`config.mk`:
```
export PLATFORM = sky130hd
export DESIGN_NAME = cpu_regfile_param
export DESIGN_NICKNAME = d
export VERILOG_FILES = /design/src/rtl/cpu_regs_pkg.sv /design/src/rtl/byte_pair_reg.sv /design/src/rtl/cpu_regfile_param.sv
export SDC_FILE = /design/constraint.sdc
export NUM_CORES = 1
export LEC_CHECK = 0
export CAP_MARGIN = 0
export CORE_MARGIN = 3
export CORE_UTILIZATION = 45
export DETAILED_ROUTE_END_ITERATION = 10
export PLACE_DENSITY = 0.69
export SKIP_CTS_REPAIR_TIMING = 1
export SLEW_MARGIN = 30
export SYNTH_ARGS = -nofsm -noshare
export SYNTH_HDL_FRONTEND = slang
export SYNTH_HIERARCHICAL = 1
export SYNTH_SLANG_ARGS = --single-unit
export TNS_END_PERCENT = 50
```
`constraint.sdc`:
```
create_clock -name clk -period 14.21 [get_ports clk]
set_clock_uncertainty 0.05 [all_clocks]
set_input_delay 3.5525 -clock clk [delete_from_list [all_inputs] [get_ports clk]]
set_output_delay 3.5525 -clock clk [all_outputs]
set_load 0.02 [all_outputs]
```
`src/rtl/cpu_regs_pkg.sv`:
```
// Shared encodings for the CPU register file: store targets, PC/SP operations
// and status-register bit positions.
package cpu_regs_pkg;

  typedef enum logic [3:0] {
    ST_NONE = 4'd0,
    ST_GPR  = 4'd1,
    ST_PCH  = 4'd2,
    ST_PCL  = 4'd3,
    ST_P    = 4'd4,
    ST_ADL  = 4'd5,
    ST_ADH  = 4'd6,
    ST_BAL  = 4'd7,
    ST_BAH  = 4'd8,
    ST_IR   = 4'd9,
    ST_IMM  = 4'd10,
    ST_OFF  = 4'd11
  } st_sel_t;

  typedef enum logic [1:0] {
    PC_HOLD    = 2'd0,
    PC_INC     = 2'd1,
    PC_LOAD_AD = 2'd2,
    PC_REL     = 2'd3
  } pc_op_t;

  typedef enum logic [1:0] {
    SP_HOLD = 2'd0,
    SP_PUSH = 2'd1,
    SP_POP  = 2'd2,
    SP_LOAD = 2'd3
  } sp_op_t;

  localparam int N_BIT = 7;
  localparam int V_BIT = 6;
  localparam int U_BIT = 5;
  localparam int B_BIT = 4;
  localparam int D_BIT = 3;
  localparam int I_BIT = 2;
  localparam int Z_BIT = 1;
  localparam int C_BIT = 0;

  localparam logic [7:0] STATUS_RESET = 8'h24;

endpackage

```
`src/rtl/byte_pair_reg.sv`:
```
// Two-byte pointer register with per-byte loads, +1 with carry across the
// full width, and a high-byte clear that overrides everything else.
module byte_pair_reg #(
  parameter int DATA_W = 8
) (
  input  logic                  clk,
  input  logic                  rst,
  input  logic                  hold,
  input  logic                  wr_lo,
  input  logic                  wr_hi,
  input  logic                  inc,
  input  logic                  clr_hi,
  input  logic [DATA_W-1:0]     data_in,
  output logic [2*DATA_W-1:0]   q
);

  logic [2*DATA_W-1:0] bumped;
  logic [2*DATA_W-1:0] q_next;

  // Byte stores land on top of the incremented value; the clear is applied last.
  always_comb begin
    bumped = inc ? q + (2*DATA_W)'(1) : q;
    q_next = bumped;
    if (wr_lo) q_next[DATA_W-1:0] = data_in;
    if (wr_hi) q_next[2*DATA_W-1:DATA_W] = data_in;
    if (clr_hi) q_next[2*DATA_W-1:DATA_W] = '0;
  end

  always_ff @(posedge clk) begin
    if (!rst) q <= '0;
    else if (!hold) q <= q_next;
  end

endmodule

```
`src/rtl/cpu_regfile_param.sv`:
```
// Parametrised CPU register file: GPRs, IR/IMM/OFFSET, SP, PC, AD/BA pointers
// and the P status register, all updated at the clock edge under sequencer control.
module cpu_regfile_param
  import cpu_regs_pkg::*;
#(
  parameter int                  DATA_W     = 8,
  parameter int                  NUM_GPR    = 3,
  parameter logic [DATA_W-1:0]   SP_RESET   = 8'hFD,
  parameter logic [2*DATA_W-1:0] PC_RESET   = 16'hFFFC,
  parameter logic [DATA_W-1:0]   STACK_PAGE = 8'h01,
  localparam int ADDR_W = 2*DATA_W,
  localparam int IDX_W  = (NUM_GPR > 1) ? $clog2(NUM_GPR) : 1
) (
  input  logic                      clk,
  input  logic                      rst,
  input  logic                      stall,
  input  logic [3:0]                st_sel,
  input  logic [IDX_W-1:0]          st_idx,
  input  logic [DATA_W-1:0]         data_in,
  input  logic                      alu_we,
  input  logic [IDX_W-1:0]          alu_idx,
  input  logic [DATA_W-1:0]         alu_out,
  input  logic [1:0]                pc_op,
  input  logic [1:0]                sp_op,
  input  logic                      ad_inc,
  input  logic                      clr_adh,
  input  logic                      clr_bah,
  input  logic [7:0]                next_status,
  input  logic [7:0]                status_mask,
  output logic [NUM_GPR*DATA_W-1:0] gpr,
  output logic [DATA_W-1:0]         ir,
  output logic [DATA_W-1:0]         imm,
  output logic [DATA_W-1:0]         offset,
  output logic [DATA_W-1:0]         sp,
  output logic [ADDR_W-1:0]         pc,
  output logic [ADDR_W-1:0]         ad,
  output logic [ADDR_W-1:0]         ba,
  output logic [ADDR_W-1:0]         stack_addr,
  output logic [7:0]                status,
  output logic                      n,
  output logic                      v,
  output logic                      b,
  output logic                      d,
  output logic                      i,
  output logic                      z,
  output logic                      c,
  output logic                      page_cross
);

  logic [DATA_W-1:0] gpr_q    [NUM_GPR];
  logic [DATA_W-1:0] gpr_next [NUM_GPR];
  logic [ADDR_W-1:0] pc_full;
  logic [ADDR_W-1:0] pc_next;
  logic [DATA_W-1:0] pcl_half;
  logic [DATA_W-1:0] pch_half;
  logic [DATA_W-1:0] sp_next;
  logic [7:0]        status_next;
  logic              page_cross_next;

  // ALU writeback beats a bus store to the same GPR; out-of-range indices match nothing.
  always_comb begin
    for (int k = 0; k < NUM_GPR; k++) begin
      gpr_next[k] = gpr_q[k];
      if (alu_we && alu_idx == IDX_W'(k)) gpr_next[k] = alu_out;
      else if (st_sel == ST_GPR && st_idx == IDX_W'(k)) gpr_next[k] = data_in;
    end
  end

  // A byte store to PC keeps the other half's own result, computed without inter-byte carry.
  always_comb begin
    pc_full  = pc;
    pcl_half = pc[DATA_W-1:0];
    pch_half = pc[ADDR_W-1:DATA_W];
    case (pc_op)
      PC_INC: begin
        pc_full  = pc + ADDR_W'(1);
        pcl_half = pc[DATA_W-1:0] + DATA_W'(1);
      end
      PC_LOAD_AD: begin
        pc_full  = ad;
        pcl_half = ad[DATA_W-1:0];
        pch_half = ad[ADDR_W-1:DATA_W];
      end
      PC_REL: begin
        pc_full  = pc + {{DATA_W{offset[DATA_W-1]}}, offset};
        pcl_half = pc[DATA_W-1:0] + offset;
        pch_half = pc[ADDR_W-1:DATA_W] + {DATA_W{offset[DATA_W-1]}};
      end
      default: ;
    endcase
    pc_next = pc_full;
    if (st_sel == ST_PCH) pc_next = {data_in, pcl_half};
    else if (st_sel == ST_PCL) pc_next = {pch_half, data_in};
    page_cross_next = (pc_op == PC_REL) && (pc_next[ADDR_W-1:DATA_W] != pc[ADDR_W-1:DATA_W]);
  end

  always_comb begin
    sp_next = sp;
    case (sp_op)
      SP_PUSH: sp_next = sp - DATA_W'(1);
      SP_POP:  sp_next = sp + DATA_W'(1);
      SP_LOAD: sp_next = data_in;
      default: ;
    endcase
  end

  // Bus store to P never touches B; the mask still governs B when both happen.
  always_comb begin
    status_next = status;
    for (int k = 0; k < 8; k++) begin
      if (st_sel == ST_P && k != B_BIT && k != U_BIT) status_next[k] = data_in[k];
      else if (status_mask[k]) status_next[k] = next_status[k];
    end
    status_next[U_BIT] = 1'b1;
  end

  always_ff @(posedge clk) begin
    if (!rst) begin
      for (int k = 0; k < NUM_GPR; k++) gpr_q[k] <= '0;
      ir         <= '0;
      imm        <= '0;
      offset     <= '0;
      sp         <= SP_RESET;
      pc         <= PC_RESET;
      status     <= STATUS_RESET;
      page_cross <= 1'b0;
    end else if (stall) begin
      page_cross <= 1'b0;
    end else begin
      for (int k = 0; k < NUM_GPR; k++) gpr_q[k] <= gpr_next[k];
      if (st_sel == ST_IR)  ir     <= data_in;
      if (st_sel == ST_IMM) imm    <= data_in;
      if (st_sel == ST_OFF) offset <= data_in;
      sp         <= sp_next;
      pc         <= pc_next;
      status     <= status_next;
      page_cross <= page_cross_next;
    end
  end

  byte_pair_reg #(.DATA_W(DATA_W)) u_ad (
    .clk     (clk),
    .rst     (rst),
    .hold    (stall),
    .wr_lo   (st_sel == ST_ADL),
    .wr_hi   (st_sel == ST_ADH),
    .inc     (ad_inc),
    .clr_hi  (clr_adh),
    .data_in (data_in),
    .q       (ad)
  );

  byte_pair_reg #(.DATA_W(DATA_W)) u_ba (
    .clk     (clk),
    .rst     (rst),
    .hold    (stall),
    .wr_lo   (st_sel == ST_BAL),
    .wr_hi   (st_sel == ST_BAH),
    .inc     (1'b0),
    .clr_hi  (clr_bah),
    .data_in (data_in),
    .q       (ba)
  );

  for (genvar g = 0; g < NUM_GPR; g++) begin : g_gpr_flat
    assign gpr[g*DATA_W +: DATA_W] = gpr_q[g];
  end

  assign stack_addr = {STACK_PAGE, sp};

  assign n = status[N_BIT];
  assign v = status[V_BIT];
  assign b = status[B_BIT];
  assign d = status[D_BIT];
  assign i = status[I_BIT];
  assign z = status[Z_BIT];
  assign c = status[C_BIT];

endmodule

```
; ---- Word level (Yosys, flattened, before mapping)
; Memories as Yosys holds them, arrays and structs flattened.
; Cells that the tools add are included.
[classes]
addsub = 8
n_eq_ne = 23
mux = 37
bitwise = 5
reduce_logical = 37
[op_table]
columns = op, n
row1 = two-way mux 8 bit, 14
row2 = two-way mux 16 bit, 3
row3 = case mux 16 bit (3 select lines), 1
row4 = case mux 8 bit (3 select lines), 2
row5 = "adder 16 x 1 -> 16 bit, second input constant", 2
row6 = AND reduction 2 bit, 15
row7 = adder 16 bit, 1
row8 = "adder 8 x 1 -> 8 bit, second input constant", 2
row9 = adder 8 bit, 2
row10 = "equality test 4 x 3 -> 1 bit, second input constant", 4
row11 = "equality test 4 bit, second input constant", 4
row12 = two-way mux 1 bit, 16
row13 = case mux 8 bit (2 select lines), 1
row14 = nonzero test 2 bit, 8
row15 = "equality test 2 bit, second input constant", 6
row16 = "equality test 2 x 1 -> 1 bit, second input constant", 4
row17 = "equality test 4 x 2 -> 1 bit, second input constant", 2
row18 = inequality test 8 bit, 1
row19 = "subtractor 8 x 1 -> 8 bit, second input constant", 1
row20 = logical AND 1 bit, 7
row21 = nonzero test 3 bit, 2
row22 = "equality test 4 x 1 -> 1 bit, second input constant", 1
row23 = zero test 2 bit, 2
row24 = "inequality test 4 x 1 -> 1 bit, second input constant", 1
row25 = 5 further kinds, 8
[totals]
reg_bits = 88
ram_bits = 24
input_bits = 51
out_inout_bits = 136
wordCells = 129
n_memories = 1
[mem_list]
columns = memory, depth, width, read_ports, rd_ports_with_merged_regs, wr, line
row1 = gpr_q, 3, 8, 3, 0, 3, cpu_regfile_param.sv:50  ; logic [DATA_W-1:0] gpr_q [NUM_GPR];

; ---- Depth between registers and ports, before layout
; Gate-level depths: netlist of the first run.
[logic_depth]
ltp_word = 6
mapped_depth = 16
mapped_depth_nobuf = 12

; ---- Cells and area by module
; The synthesis of the first run kept the hierarchy.
[modules_own_cells]
columns = mod, instances, cells_each, area_each_um2, seq_area_each_um2
row1 = cpu_regfile_param, 1, 802, 6507.5, 1841.8
row2 = byte_pair_reg at u_ad, 1, 142, 1099.8, 320.3
row3 = byte_pair_reg at u_ba, 1, 142, 1098.6, 320.3

; ---- Least setup slack after synthesis of the first run
; OpenSTA, ideal clock, no wires.
[synth_timing]
path_type = input-to-reg
from = input pc_op[0]
to = register page_cross
setup_ns = 0.088
t_arrival_ns = 7.037
required_ns = 14.072
setup_slack_ns = 7.034
stages = 16
n_path_buf = 4
cell_sequence = ha_1 -> clkbuf_1 -> buf_2 -> clkbuf_1 -> clkbuf_1 -> nand2b_1 -> ha_1 -> fa_1 -> a21oi_1 -> o221ai_2 -> o41ai_1 -> nor4bb_1 -> or4_1 -> and4_1 -> and4_1 -> a311oi_2
[synth_between]
elab_chain_len = 6
word_cells_on_any_way = 9
cone_classes = eq/ne (4) / mux (4) / reduce/logical (1)
[synth_rtl]
columns = element, line
row1 = from (decl), cpu_regfile_param.sv:23  ; input logic [1:0] pc_op,
row2 = "equality test 2 bit, or another cell as far along", "cpu_regfile_param.sv:74, cpu_regfile_param.sv:94"
row3 = case mux 16 bit (3 select lines) / case mux 8 bit (2 select lines) (equally long branches), cpu_regfile_param.sv:74  ; case (pc_op)
row4 = two-way mux 16 bit, cpu_regfile_param.sv:93  ; else if (st_sel == ST_PCL) pc_next = {pch_half, data_in};
row5 = two-way mux 16 bit, cpu_regfile_param.sv:92  ; if (st_sel == ST_PCH) pc_next = {data_in, pcl_half};
row6 = inequality test 8 bit, cpu_regfile_param.sv:94  ; page_cross_next = (pc_op == PC_REL) && (pc_next[ADDR_W-1:DATA_W] != pc[ADDR_W-1:DATA_W]);
row7 = logical AND 1 bit (*), cpu_regfile_param.sv:94
row8 = to (signal assigned), cpu_regfile_param.sv:137  ; page_cross <= page_cross_next;
row9 = to (decl), cpu_regfile_param.sv:47  ; output logic page_cross
; Every way passes the cells marked *; elsewhere a longest branch is shown, timed or not.
; A chain may end at the register's enable or synchronous reset.

; ---- Worst setup path after layout of the first run
[layout_timing]
from = input pc_op[1]
to = register page_cross
; Same word-level chain as after synthesis.

==> flow_summary.html, run 1 <==
<table>
<tr><th>Metric</th><th>Value</th></tr>
<tr><th colspan="2">Status</th></tr>
<tr><td>Outcome</td><td>complete, no violations</td></tr>
<tr><th colspan="2">Layout</th></tr>
<tr><td>Diode insertion count for antenna repair</td><td>0</td></tr>
<tr><td>Final #Nets</td><td>1,290</td></tr>
<tr><td>Core utilization of the finished layout</td><td>0.577</td></tr>
<tr><td>Area taken by multi-input logic gates</td><td>5690 sq um</td></tr>
<tr><td>Seq. cell area</td><td>~2500 sq um</td></tr>
<tr><td>Fill cells</td><td>1,716</td></tr>
<tr><td>Synthesis-to-finish area growth</td><td>24.8%</td></tr>
<tr><td>Layout cell share with drive strength beyond 1</td><td>0.0667</td></tr>
<tr><th colspan="2">Critical path</th></tr>
<tr><td>List of cells traversed by the critical path</td><td>clkdlybuf4s50_1 &gt; ha_1 &gt; buf_4 &gt; nand2b_1 &gt; ha_1 &gt; fa_1 &gt; a21oi_1 &gt; o221ai_2 &gt; o211ai_1 &gt; nor4bb_1 &gt; o2111ai_1 &gt; and4_1 &gt; and4_1 &gt; a311oi_2</td></tr>
<tr><td>Critical path data required time</td><td>around 14,000 ps</td></tr>
<tr><td>Data arrival, critical path</td><td>about 7500 ps</td></tr>
<tr><td>CP Capture Type</td><td>register</td></tr>
<tr><td>Family with the most delay on the worst path</td><td>compound AO/OA/AOI/OAI gates</td></tr>
<tr><td>Delay contributed by the slowest stage of the critical path</td><td>550 ps</td></tr>
<tr><td>Worst setup path category</td><td>primary input to register</td></tr>
<tr><td>Slowest-stage cell, CP</td><td>sky130_fd_sc_hd__nor4bb_1</td></tr>
<tr><td>Count of buffering cells on the critical path with inverters included</td><td>2</td></tr>
<tr><td>Crit-path max FO</td><td>34</td></tr>
<tr><td>Crit start category</td><td>primary input</td></tr>
<tr><th colspan="2">Die</th></tr>
<tr><td>Full die area</td><td>21,100 sq um</td></tr>
<tr><td>Horizontal die dimension</td><td>145 microns</td></tr>
<tr><td>Starting Density</td><td>0.462</td></tr>
<tr><td># IOs</td><td>187</td></tr>
<tr><td>Height of the die</td><td>145 microns</td></tr>
<tr><td>Core area</td><td>18,800 sq um</td></tr>
<tr><td>Row cnt</td><td>50</td></tr>
<tr><th colspan="2">Pwr</th></tr>
<tr><td>Tot Pwr</td><td>slightly below 0.0009 W</td></tr>
<tr><td>P per Cell Area</td><td>80.1 nW/um^2</td></tr>
<tr><td>Leakage dissipation</td><td>4.17 nW</td></tr>
<tr><td>Highest ir drop seen on vdd</td><td>0.0000624 V</td></tr>
<tr><th colspan="2">Routing</th></tr>
<tr><td>Post-route DRC</td><td>0</td></tr>
<tr><td>Via count of the routed design</td><td>8,796</td></tr>
<tr><td>Drt pass-1 iters</td><td>5</td></tr>
<tr><td>Drt first-iter violations</td><td>a little over 700</td></tr>
<tr><td>Routed wire per std cell</td><td>19.1 microns</td></tr>
<tr><td>Total wirelength of the detailed-routed design</td><td>28.1 mm</td></tr>
<tr><td>Ratio of routed vias to standard cells</td><td>5.96</td></tr>
<tr><td>Remaining antenna violation count</td><td>0</td></tr>
<tr><th colspan="2">GRT</th></tr>
<tr><td>Global route total overflow</td><td>0</td></tr>
<tr><td>GR Util All Layers</td><td>0.258</td></tr>
<tr><td>Pin count of the biggest net entering global routing</td><td>62</td></tr>
<tr><td>Global-route wire length before repair</td><td>44.9 mm</td></tr>
<tr><td>Vias in the first global route</td><td>8,175</td></tr>
<tr><td>Antenna violations before repair</td><td>0</td></tr>
<tr><th colspan="2">CTS</th></tr>
<tr><td>Number of H-tree levels</td><td>3</td></tr>
<tr><td>Clock transition at the registers of the reported paths</td><td>roughly 80 ps</td></tr>
<tr><td>TritonCTS clock tree</td><td>built</td></tr>
<tr><td>Number of buffers on the longest clock path</td><td>2</td></tr>
<tr><td>Root cell of the clock tree</td><td>sky130_fd_sc_hd__clkbuf_16</td></tr>
<tr><td>Worst-Skew Late Latency</td><td>between 300 and 400 ps</td></tr>
<tr><td>Clock Sinks</td><td>112</td></tr>
<tr><td>Number of buffers inserted during clock tree synthesis</td><td>9</td></tr>
<tr><th colspan="2">Job</th></tr>
<tr><td>Reported max-cap violation count</td><td>0</td></tr>
<tr><th colspan="2">Timing</th></tr>
<tr><td>Highest clock frequency the design can meet</td><td>0.137 GHz</td></tr>
<tr><td>Setup repair after global routing missed its margin</td><td>false</td></tr>
<tr><td>Period utilisation layout</td><td>0.514</td></tr>
<tr><td>Final hold violations</td><td>0</td></tr>
<tr><td>Sum of negative setup slack</td><td>0 ps</td></tr>
<tr><td>Slew Viols, Final</td><td>0</td></tr>
<tr><td>Worst-Margin Slew</td><td>940 ps</td></tr>
<tr><td>Slew Limit Headroom</td><td>0.373</td></tr>
<tr><td>Count of endpoints failing setup in the final report</td><td>0</td></tr>
<tr><td>Final critical path time including I/O delays and setup</td><td>7310 ps</td></tr>
<tr><th colspan="2">Worst hold path</th></tr>
<tr><td>Path type of the worst min-delay path</td><td>register to register</td></tr>
<tr><th colspan="2">Synth</th></tr>
<tr><td>Register bit total from synthesis</td><td>112</td></tr>
<tr><td>Fraction of post-synthesis cell area in the top cell type by area</td><td>0.202</td></tr>
<tr><td>Mean cell area of the mapped netlist</td><td>roughly 8 sq um</td></tr>
<tr><td>Number of cells produced by synthesis</td><td>1,086</td></tr>
<tr><td>Yosys warning count</td><td>6</td></tr>
<tr><td>Dominant cell type by area after synthesis</td><td>sky130_fd_sc_hd__dfxtp_1</td></tr>
<tr><td>Post-synth EDFFs</td><td>24</td></tr>
<tr><td>Commonest cells post-synth</td><td>sky130_fd_sc_hd__nor2_1 (104), sky130_fd_sc_hd__dfxtp_1 (88), sky130_fd_sc_hd__nand2_1 (83)</td></tr>
<tr><td>Synth top area cells</td><td>sky130_fd_sc_hd__dfxtp_1 (20%), sky130_fd_sc_hd__edfxtp_1 (8.3%), sky130_fd_sc_hd__mux2i_1 (8.0%)</td></tr>
<tr><td>Seq/Total Area, Yosys</td><td>0.285</td></tr>
<tr><td>Combined area of all synthesized cells</td><td>a little under 9000 sq um</td></tr>
<tr><td>Most used flip-flop cell after synthesis</td><td>sky130_fd_sc_hd__dfxtp_1</td></tr>
<tr><td>Fraction of registers with async set or reset after synthesis</td><td>0</td></tr>
<tr><td>Most repeated cell in the gate-level netlist after synthesis</td><td>sky130_fd_sc_hd__nor2_1</td></tr>
<tr><td>Distinct cell type count of the synthesized netlist</td><td>87</td></tr>
<tr><th colspan="2">Placed design</th></tr>
<tr><td>DP Wirelength</td><td>19.5 mm</td></tr>
<tr><td>Final Wtd Congestion</td><td>0.942</td></tr>
<tr><td>Count of buffers from port buffering</td><td>175</td></tr>
</table>
==> metrics by stage <==
step,cell area [sq um],instances,setup WS (ps),hold WS [ps]
after floorplan,8750,1099,7030,518
after global placement,10600,1459,6600,440
after detailed placement,10600,1459,6560,444
after CTS,10900,1475,6940,458
after global routing,10900,1475,6670,489
final,10900,1475,6900,454
==> cell usage in the layout (no fill, tap or decap), types with 30 or more instances in the layout <==
master / n
sky130_fd_sc_hd__clkdlybuf4s50_1: 173
sky130_fd_sc_hd__nor2_1: 104
sky130_fd_sc_hd__dfxtp_1: 88
sky130_fd_sc_hd__nand2_1: 83
sky130_fd_sc_hd__a21oi_1: 70
sky130_fd_sc_hd__mux2i_1: 70
sky130_fd_sc_hd__o21ai_0: 56
sky130_fd_sc_hd__nor2b_1: 37
sky130_fd_sc_hd__inv_1: 35
sky130_fd_sc_hd__nor3_1: 31
sky130_fd_sc_hd__nand3_1: 30
==> area by class of cell <==
cell class                      instances  share of cell area
Multi-Input combinational cell        851               0.523
Clock inverter                          7             0.00714
Timing Repair Buffer                  201               0.178
Clock buffer                            9              0.0207
Tap cell                              260              0.0299
Inverter                               35              0.0121
Sequential cell                       112               0.228
==> cells by family after synthesis <==
kind of cell	share of synthesized area
other	0.000863
buffers and inverters	0.0714
xor gates and xnor gates	0.0231
DFF	0.285
AOI/OAI and AO/OA	0.247
and+or+nand+nor	0.244
muxes	0.0844
adders and majority gates	0.0443
==> registers in the layout (all words and copies together), names as in the netlist <==
signal and count:
pc 16, status 7, offset 8, page_cross 1, ir 8, imm 8
gpr_q 24, sp 8, u_ba/q 16, u_ad/q 16
==> power breakdown <==
part           switching, W  internal, W
sequential        0.0000212     0.000341
clock              0.000129     0.000139
combinational      0.000134     0.000106
total              0.000284     0.000586
==> final timing paths <==
path	end	slack [ps]	startpoint	cells past startpoint
worst max register to register	page_cross	10750	offset[0]	11
worst min-delay path	u_ba/q[14]	450	u_ba/q[14]	1
worst min register to register	u_ba/q[14]	450	u_ba/q[14]	1
worst max-delay path	page_cross	6900	pc_op[1]	14
==> routing by layer <==
| metal | vias to the layer above | routed length, microns | global-route usage |
|---|---|---|---|
| met5 | - | 0 | 0 |
| met4 | 0 | 665 | 0.0769 |
| met3 | 48 | 2230 | 0.0450 |
| met2 | 377 | 12800 | 0.410 |
| met1 | 4141 | 12400 | 0.359 |
| li1 | 4230 | - | - |
No activity file was read; power rests on OpenSTA's default activity.
==> run 2, diff against run 1 <==
Settings changed: PLACE_DENSITY 0.69 to 0.72.
Clock period 14.21 ns to 6 ns, I/O delays scaled along.
==> flow_summary.html, run 2 (same netlist as run 1, synthesis figures left out) <==
<table>
<tr><th>Metric</th><th>Value</th></tr>
<tr><th colspan="2">Status</th></tr>
<tr><td>Outcome</td><td>complete, no violations</td></tr>
<tr><th colspan="2">Critical path</th></tr>
<tr><td>Most common cell type on the critical path</td><td>sky130_fd_sc_hd__ha_1</td></tr>
<tr><td>Slowest-stage cell, CP</td><td>sky130_fd_sc_hd__nor4bb_1</td></tr>
<tr><td>Destination of the worst register-to-register timing path</td><td>pc[12]</td></tr>
<tr><td>Family with the most delay on the worst path</td><td>compound AO/OA/AOI/OAI gates</td></tr>
<tr><td>List of cells traversed by the critical path</td><td>clkdlybuf4s50_1 &gt; ha_1 &gt; nand2b_1 &gt; ha_1 &gt; fa_1 &gt; a21oi_1 &gt; o221ai_2 &gt; o211ai_1 &gt; nor4bb_1 &gt; nor2_1 &gt; a2111oi_0 &gt; o311ai_0</td></tr>
<tr><td>Worst setup path category</td><td>primary input to register</td></tr>
<tr><td>Worst-case reg-to-reg path depth</td><td>10</td></tr>
<tr><td>Startpoint of the lowest-slack register-to-register path</td><td>offset[0]</td></tr>
<tr><td>Count of buffering cells on the critical path with inverters included</td><td>1</td></tr>
<tr><td>Crit start category</td><td>primary input</td></tr>
<tr><td>Critical path data required time</td><td>a little over 6000 ps</td></tr>
<tr><td>CP Capture Type</td><td>register</td></tr>
<tr><td>Worst setup slack for register-to-register paths</td><td>2550 ps</td></tr>
<tr><td>Crit-path max FO</td><td>10</td></tr>
<tr><td>Data arrival, critical path</td><td>between 5000 and 6000 ps</td></tr>
<tr><td>Delay contributed by the slowest stage of the critical path</td><td>580 ps</td></tr>
<tr><th colspan="2">CTS</th></tr>
<tr><td>Number of buffers inserted during clock tree synthesis</td><td>9</td></tr>
<tr><td>TritonCTS clock tree</td><td>built</td></tr>
<tr><td>Clock Sinks</td><td>about 110</td></tr>
<tr><td>Number of H-tree levels</td><td>3</td></tr>
<tr><td>Root cell of the clock tree</td><td>sky130_fd_sc_hd__clkbuf_16</td></tr>
<tr><td>Clock transition at the registers of the reported paths</td><td>80 ps</td></tr>
<tr><td>Worst-Skew Late Latency</td><td>360 ps</td></tr>
<tr><td>Number of buffers on the longest clock path</td><td>2</td></tr>
<tr><th colspan="2">GRT</th></tr>
<tr><td>Met3 routing resource usage after global routing</td><td>0.0472</td></tr>
<tr><td>Global-route met2 utilization</td><td>0.421</td></tr>
<tr><td>GR Util All Layers</td><td>0.263</td></tr>
<tr><td>Global-route track usage on met1</td><td>0.364</td></tr>
<tr><td>Vias in the first global route</td><td>8,225</td></tr>
<tr><td>GR peak layer</td><td>met2</td></tr>
<tr><td>Pin count of the biggest net entering global routing</td><td>76</td></tr>
<tr><td>Global route total overflow</td><td>0</td></tr>
<tr><td>Antenna violations before repair</td><td>0</td></tr>
<tr><td>Global-route wire length before repair</td><td>45.5 mm</td></tr>
<tr><th colspan="2">Timing</th></tr>
<tr><td>Setup repair after global routing missed its margin</td><td>false</td></tr>
<tr><td>Final critical path time including I/O delays and setup</td><td>5230 ps</td></tr>
<tr><td>Slew Limit Headroom</td><td>0.342</td></tr>
<tr><td>Highest clock frequency the design can meet</td><td>0.191 GHz</td></tr>
<tr><td>Final hold violations</td><td>0</td></tr>
<tr><td>Period utilisation layout</td><td>0.872</td></tr>
<tr><td>Sum of negative setup slack</td><td>0 ps</td></tr>
<tr><td>Worst-Margin Slew</td><td>979 ps</td></tr>
<tr><td>Count of endpoints failing setup in the final report</td><td>0</td></tr>
<tr><td>Fin worst setup slack</td><td>768 ps</td></tr>
<tr><td>Slew Viols, Final</td><td>0</td></tr>
<tr><th colspan="2">Layout</th></tr>
<tr><td>Final #Nets</td><td>1,294</td></tr>
<tr><td>Commonest non-fill, non-tap cell in the layout</td><td>sky130_fd_sc_hd__clkdlybuf4s50_1</td></tr>
<tr><td>Largest register FFs</td><td>24</td></tr>
<tr><td>Diode insertion count for antenna repair</td><td>0</td></tr>
<tr><td>Layout cell share with drive strength beyond 1</td><td>0.0689</td></tr>
<tr><td>Synthesis-to-finish area growth</td><td>25.4%</td></tr>
<tr><td>Commonest cells after routing, fill and taps aside</td><td>sky130_fd_sc_hd__clkdlybuf4s50_1 (173), sky130_fd_sc_hd__nor2_1 (104), sky130_fd_sc_hd__dfxtp_1 (88), sky130_fd_sc_hd__nand2_1 (83)</td></tr>
<tr><td>Filler-free cell count of the finished design</td><td>around 1,500</td></tr>
<tr><td>Core utilization of the finished layout</td><td>0.580</td></tr>
<tr><td>Register with the most flip-flops</td><td>gpr_q</td></tr>
<tr><th colspan="2">Routing</th></tr>
<tr><td>Via count of the routed design</td><td>8,873</td></tr>
<tr><td>Routed wire per std cell</td><td>19.7 microns</td></tr>
<tr><td>Remaining antenna violation count</td><td>0</td></tr>
<tr><td>Ratio of routed vias to standard cells</td><td>approximately 6.0</td></tr>
<tr><td>Total wirelength of the detailed-routed design</td><td>between 20 and 30 mm</td></tr>
<tr><td>Drt first-iter violations</td><td>715</td></tr>
<tr><td>Drt pass-1 iters</td><td>5</td></tr>
<tr><td>Post-route DRC</td><td>0</td></tr>
<tr><th colspan="2">Pwr</th></tr>
<tr><td>Leakage dissipation</td><td>4.20 nW</td></tr>
<tr><td>Combinational power share</td><td>0.272</td></tr>
<tr><td>Switching part of the total power</td><td>0.319</td></tr>
<tr><td>Highest ir drop seen on vdd</td><td>0.000140 V</td></tr>
<tr><td>Net switching power of the design</td><td>between 0.0006 and 0.0007 W</td></tr>
<tr><td>P per Cell Area</td><td>roughly 190 nW/um^2</td></tr>
<tr><td>Internal Power</td><td>~0.0014 W</td></tr>
<tr><td>Power share of the sequential group</td><td>0.409</td></tr>
<tr><td>Relative contribution of the clock network to total power</td><td>0.319</td></tr>
<tr><th colspan="2">Worst hold path</th></tr>
<tr><td>Hold EP</td><td>u_ba/q[14]</td></tr>
<tr><td>Path type of the worst min-delay path</td><td>register to register</td></tr>
<tr><td>Worst hold path depth</td><td>1</td></tr>
<tr><td>Worst hold start</td><td>u_ba/q[14]</td></tr>
<tr><th colspan="2">Die</th></tr>
<tr><td>Row cnt</td><td>50</td></tr>
<tr><td>Horizontal die dimension</td><td>145 microns</td></tr>
<tr><td>Core area</td><td>18,800 sq um</td></tr>
<tr><td>Full die area</td><td>21,100 sq um</td></tr>
<tr><td>Starting Density</td><td>0.462</td></tr>
<tr><td>Height of the die</td><td>145 microns</td></tr>
<tr><td># IOs</td><td>187</td></tr>
<tr><th colspan="2">Job</th></tr>
<tr><td>Reported max-cap violation count</td><td>0</td></tr>
<tr><th colspan="2">Placed design</th></tr>
<tr><td>Post-Place Setup Slack</td><td>495 ps</td></tr>
<tr><td>Final Wtd Congestion</td><td>0.949</td></tr>
<tr><td>Count of buffers from port buffering</td><td>175</td></tr>
<tr><td>DP Wirelength</td><td>20.5 mm</td></tr>
<tr><td>DP Cell Count</td><td>1,463</td></tr>
</table>
## run 2: power groups by stage
stage | sequential [W] | clock (W) | combinational (W)
detailed placement | 0.000877 | 0 | 0.000565
global route | 0.000868 | 0.000708 | 0.000619
finish | 0.000860 | 0.000672 | 0.000573
CTS | 0.000860 | 0.000683 | 0.000568
floorplan | 0.000902 | 0 | 0.000327
global placement | 0.000876 | 0 | 0.000557
## run 2: how the worst max path moves through the flow
stage	startpoint	endpoint	slack [ps]	depth (start not counted)
4_1_cts	pc_op[0]	page_cross	890	13
2_1_floorplan	pc_op[0]	page_cross	880	16
5_1_grt	pc_op[0]	pc[12]	620	12
3_5_place_dp	pc_op[0]	page_cross	500	13
3_3_place_gp	pc_op[0]	page_cross	530	13
6_report	pc_op[0]	pc[12]	770	12
## run 2: worst reg2reg max path, stage by stage (launching register included)
cell                        delay, ps
sky130_fd_sc_hd__dfxtp_1          330
sky130_fd_sc_hd__nand2b_1         150
sky130_fd_sc_hd__ha_1             240
sky130_fd_sc_hd__fa_1             440
sky130_fd_sc_hd__a21oi_1          330
sky130_fd_sc_hd__o221ai_2         210
sky130_fd_sc_hd__o211ai_1         170
sky130_fd_sc_hd__nor4bb_1         580
sky130_fd_sc_hd__nor2_1           120
sky130_fd_sc_hd__a2111oi_0        450
sky130_fd_sc_hd__o311ai_0         210
## run 2: per-layer routing
metal  share of wire  up-vias
li1                -     4257
met1            0.43     4182
met2            0.46      386
met3           0.082       48
met4           0.023        0
met5               0        -
## run 2: metrics by stage
| step | power [W] | area (sq um) | hold slack, ps |
|---|---|---|---|
| after floorplan | 0.00123 | 8750 | 518 |
| after global placement | 0.00143 | 10600 | 438 |
| after detailed placement | 0.00144 | 10600 | 448 |
| after CTS | 0.00211 | 10900 | 468 |
| after global routing | 0.00219 | 10900 | 502 |
| final | 0.00210 | 10900 | 461 |
## run 2: final cells by class
cell class | instances | area, sq um
Fill cell | 1747 | 7920
Multi-Input combinational cell | 851 | 5680
Sequential cell | 112 | 2480
Timing Repair Buffer | 205 | 1970
Tap cell | 260 | 325
Clock buffer | 9 | 225
Inverter | 35 | 131
Clock inverter | 7 | 101
==> run 3, diff against run 2 <==
Settings changed: PLACE_DENSITY 0.72 to 0.69.
Clock period 6 ns to 6.3 ns, I/O delays scaled along.
==> flow_summary.html, run 3 (same netlist as run 1, synthesis figures left out) <==
<table>
<tr><th>Metric</th><th>Value</th></tr>
<tr><th colspan="2">Die</th></tr>
<tr><td>Starting Density</td><td>0.462</td></tr>
<tr><td>Row cnt</td><td>50</td></tr>
<tr><td>Core area</td><td>around 19,000 sq um</td></tr>
<tr><td>Full die area</td><td>21,100 sq um</td></tr>
<tr><td>Height of the die</td><td>145 microns</td></tr>
<tr><td># IOs</td><td>roughly 190</td></tr>
<tr><td>Horizontal die dimension</td><td>145 microns</td></tr>
<tr><th colspan="2">Critical path</th></tr>
<tr><td>CP Capture Type</td><td>register</td></tr>
<tr><td>Startpoint of the lowest-slack register-to-register path</td><td>offset[0]</td></tr>
<tr><td>Worst setup slack for register-to-register paths</td><td>2860 ps</td></tr>
<tr><td>Slowest-stage cell, CP</td><td>sky130_fd_sc_hd__ha_1</td></tr>
<tr><td>List of cells traversed by the critical path</td><td>clkdlybuf4s50_1 &gt; ha_1 &gt; nand2b_1 &gt; ha_1 &gt; fa_1 &gt; a21oi_1 &gt; o221ai_2 &gt; o211ai_1 &gt; nor4bb_1 &gt; o2111ai_1 &gt; and4_1 &gt; and4_1 &gt; a311oi_2</td></tr>
<tr><td>Worst setup path category</td><td>primary input to register</td></tr>
<tr><td>Crit start category</td><td>primary input</td></tr>
<tr><td>Critical path data required time</td><td>6520 ps</td></tr>
<tr><td>Worst-case reg-to-reg path depth</td><td>11</td></tr>
<tr><td>Delay contributed by the slowest stage of the critical path</td><td>570 ps</td></tr>
<tr><td>Data arrival, critical path</td><td>5620 ps</td></tr>
<tr><td>Destination of the worst register-to-register timing path</td><td>page_cross</td></tr>
<tr><td>End point of the critical path</td><td>page_cross</td></tr>
<tr><td>Crit path from</td><td>pc_op[1]</td></tr>
<tr><td>Crit-path max FO</td><td>15</td></tr>
<tr><th colspan="2">Pwr</th></tr>
<tr><td>Highest ir drop seen on vdd</td><td>~0.00013 V</td></tr>
<tr><td>P per Cell Area</td><td>181 nW/um^2</td></tr>
<tr><td>Leakage dissipation</td><td>4.17 nW</td></tr>
<tr><th colspan="2">Timing</th></tr>
<tr><td>Slew Limit Headroom</td><td>0.475</td></tr>
<tr><td>Slew Viols, Final</td><td>0</td></tr>
<tr><td>Final-layout worst hold slack</td><td>455 ps</td></tr>
<tr><td>Sum of negative setup slack</td><td>0 ps</td></tr>
<tr><td>Highest clock frequency the design can meet</td><td>0.185 GHz</td></tr>
<tr><td>Worst-Margin Slew</td><td>788 ps</td></tr>
<tr><td>Count of endpoints failing setup in the final report</td><td>0</td></tr>
<tr><td>Period utilisation layout</td><td>0.858</td></tr>
<tr><td>Final hold violations</td><td>0</td></tr>
<tr><td>Setup repair after global routing missed its margin</td><td>false</td></tr>
<tr><td>Final critical path time including I/O delays and setup</td><td>5400 ps</td></tr>
<tr><th colspan="2">Layout</th></tr>
<tr><td>Core utilization of the finished layout</td><td>0.577</td></tr>
<tr><td>Layout cell share with drive strength beyond 1</td><td>0.0674</td></tr>
<tr><td>Fill cells</td><td>1,788</td></tr>
<tr><td>Synthesis-to-finish area growth</td><td>24.9%</td></tr>
<tr><td>Register with the most flip-flops</td><td>gpr_q</td></tr>
<tr><td>Final #Nets</td><td>1,291</td></tr>
<tr><td>Diode insertion count for antenna repair</td><td>0</td></tr>
<tr><td>Largest register FFs</td><td>24</td></tr>
<tr><td>Commonest cells after routing, fill and taps aside</td><td>sky130_fd_sc_hd__clkdlybuf4s50_1 (173), sky130_fd_sc_hd__nor2_1 (104), sky130_fd_sc_hd__dfxtp_1 (88), sky130_fd_sc_hd__nand2_1 (83)</td></tr>
<tr><td>Filler-free cell count of the finished design</td><td>1,476</td></tr>
<tr><td>Area of all placed cells without fillers</td><td>10,900 sq um</td></tr>
<tr><td>Commonest non-fill, non-tap cell in the layout</td><td>sky130_fd_sc_hd__clkdlybuf4s50_1</td></tr>
<tr><th colspan="2">GRT</th></tr>
<tr><td>Global-route wire length before repair</td><td>approximately 45 mm</td></tr>
<tr><td>Global route total overflow</td><td>0</td></tr>
<tr><td>Vias in the first global route</td><td>~8,000</td></tr>
<tr><td>GR Util All Layers</td><td>0.260</td></tr>
<tr><td>Antenna violations before repair</td><td>0</td></tr>
<tr><td>Pin count of the biggest net entering global routing</td><td>between 40 and 50</td></tr>
<tr><th colspan="2">Routing</th></tr>
<tr><td>Routed wire per std cell</td><td>19.5 microns</td></tr>
<tr><td>Remaining antenna violation count</td><td>0</td></tr>
<tr><td>Ratio of routed vias to standard cells</td><td>approximately 6</td></tr>
<tr><td>Drt first-iter violations</td><td>821</td></tr>
<tr><td>Via count of the routed design</td><td>8,927</td></tr>
<tr><td>Drt pass-1 iters</td><td>5</td></tr>
<tr><td>Total wirelength of the detailed-routed design</td><td>roughly 29 mm</td></tr>
<tr><td>Post-route DRC</td><td>0</td></tr>
<tr><th colspan="2">CTS</th></tr>
<tr><td>Root cell of the clock tree</td><td>sky130_fd_sc_hd__clkbuf_16</td></tr>
<tr><td>Number of H-tree levels</td><td>3</td></tr>
<tr><td>Worst-Skew Late Latency</td><td>360 ps</td></tr>
<tr><td>Clock transition at the registers of the reported paths</td><td>80 ps</td></tr>
<tr><td>TritonCTS clock tree</td><td>built</td></tr>
<tr><td>Clock Sinks</td><td>112</td></tr>
<tr><td>Number of buffers inserted during clock tree synthesis</td><td>9</td></tr>
<tr><td>Number of buffers on the longest clock path</td><td>2</td></tr>
<tr><th colspan="2">Job</th></tr>
<tr><td>Reported max-cap violation count</td><td>0</td></tr>
<tr><th colspan="2">Status</th></tr>
<tr><td>Outcome</td><td>complete, no violations</td></tr>
<tr><th colspan="2">Placed design</th></tr>
<tr><td>DP Cell Count</td><td>1,460</td></tr>
<tr><td>DP Wirelength</td><td>20.2 mm</td></tr>
<tr><td>Count of buffers from port buffering</td><td>175</td></tr>
<tr><td>Placed cell area</td><td>10,600 sq um</td></tr>
<tr><td>Final Wtd Congestion</td><td>around 0.94</td></tr>
<tr><th colspan="2">Worst hold path</th></tr>
<tr><td>Path type of the worst min-delay path</td><td>register to register</td></tr>
</table>
==> run 3: how the worst min path moves through the flow <==
stage | depth (start not counted) | start | end
after floorplan | 1 | u_ba/q[14] | u_ba/q[14]
after global placement | 2 | ir[4] | ir[4]
after detailed placement | 1 | u_ba/q[14] | u_ba/q[14]
after CTS | 1 | u_ba/q[14] | u_ba/q[14]
after global routing | 1 | u_ba/q[14] | u_ba/q[14]
final | 1 | u_ba/q[14] | u_ba/q[14]
==> run 3: critical path, delay by kind of cell <==
family                   cells  cell delay, ps
adder cells (fa/ha/maj)      3            1260
AO/OA/AOI/OAI                5            1170
AND/OR/NAND/NOR              4            1100
buffers and inverters        1             520
==> run 3: cell type report <==
class | instances | area, sq um | area share
sequential | 112 | 2480 | 0.228
tap | 260 | 325 | 0.0299
timing repair buffer | 202 | 1940 | 0.179
clock buffer | 9 | 225 | 0.0207
multi-input combinational | 851 | 5690 | 0.523
inverter | 35 | 131 | 0.0121
clock inverter | 7 | 78.8 | 0.00725
==> run 3: layer usage <==
layer  GRT usage  wire length [microns]
met1       0.358                  12500
met2       0.408                  13000
met3      0.0537                   2420
met4      0.0893                    769
met5           0                      0
==> run 3: per-stage QoR <==
step,power [W],setup slack (ps)
after floorplan,0.00117,1100
after global placement,0.00136,680
after detailed placement,0.00137,619
after CTS,0.00197,991
after global routing,0.00205,708
final,0.00197,895
==> run 3: power by group <==
part,switching [W],internal (W)
combinational,0.000305,0.000240
sequential,0.0000487,0.000770
clock,0.000290,0.000313
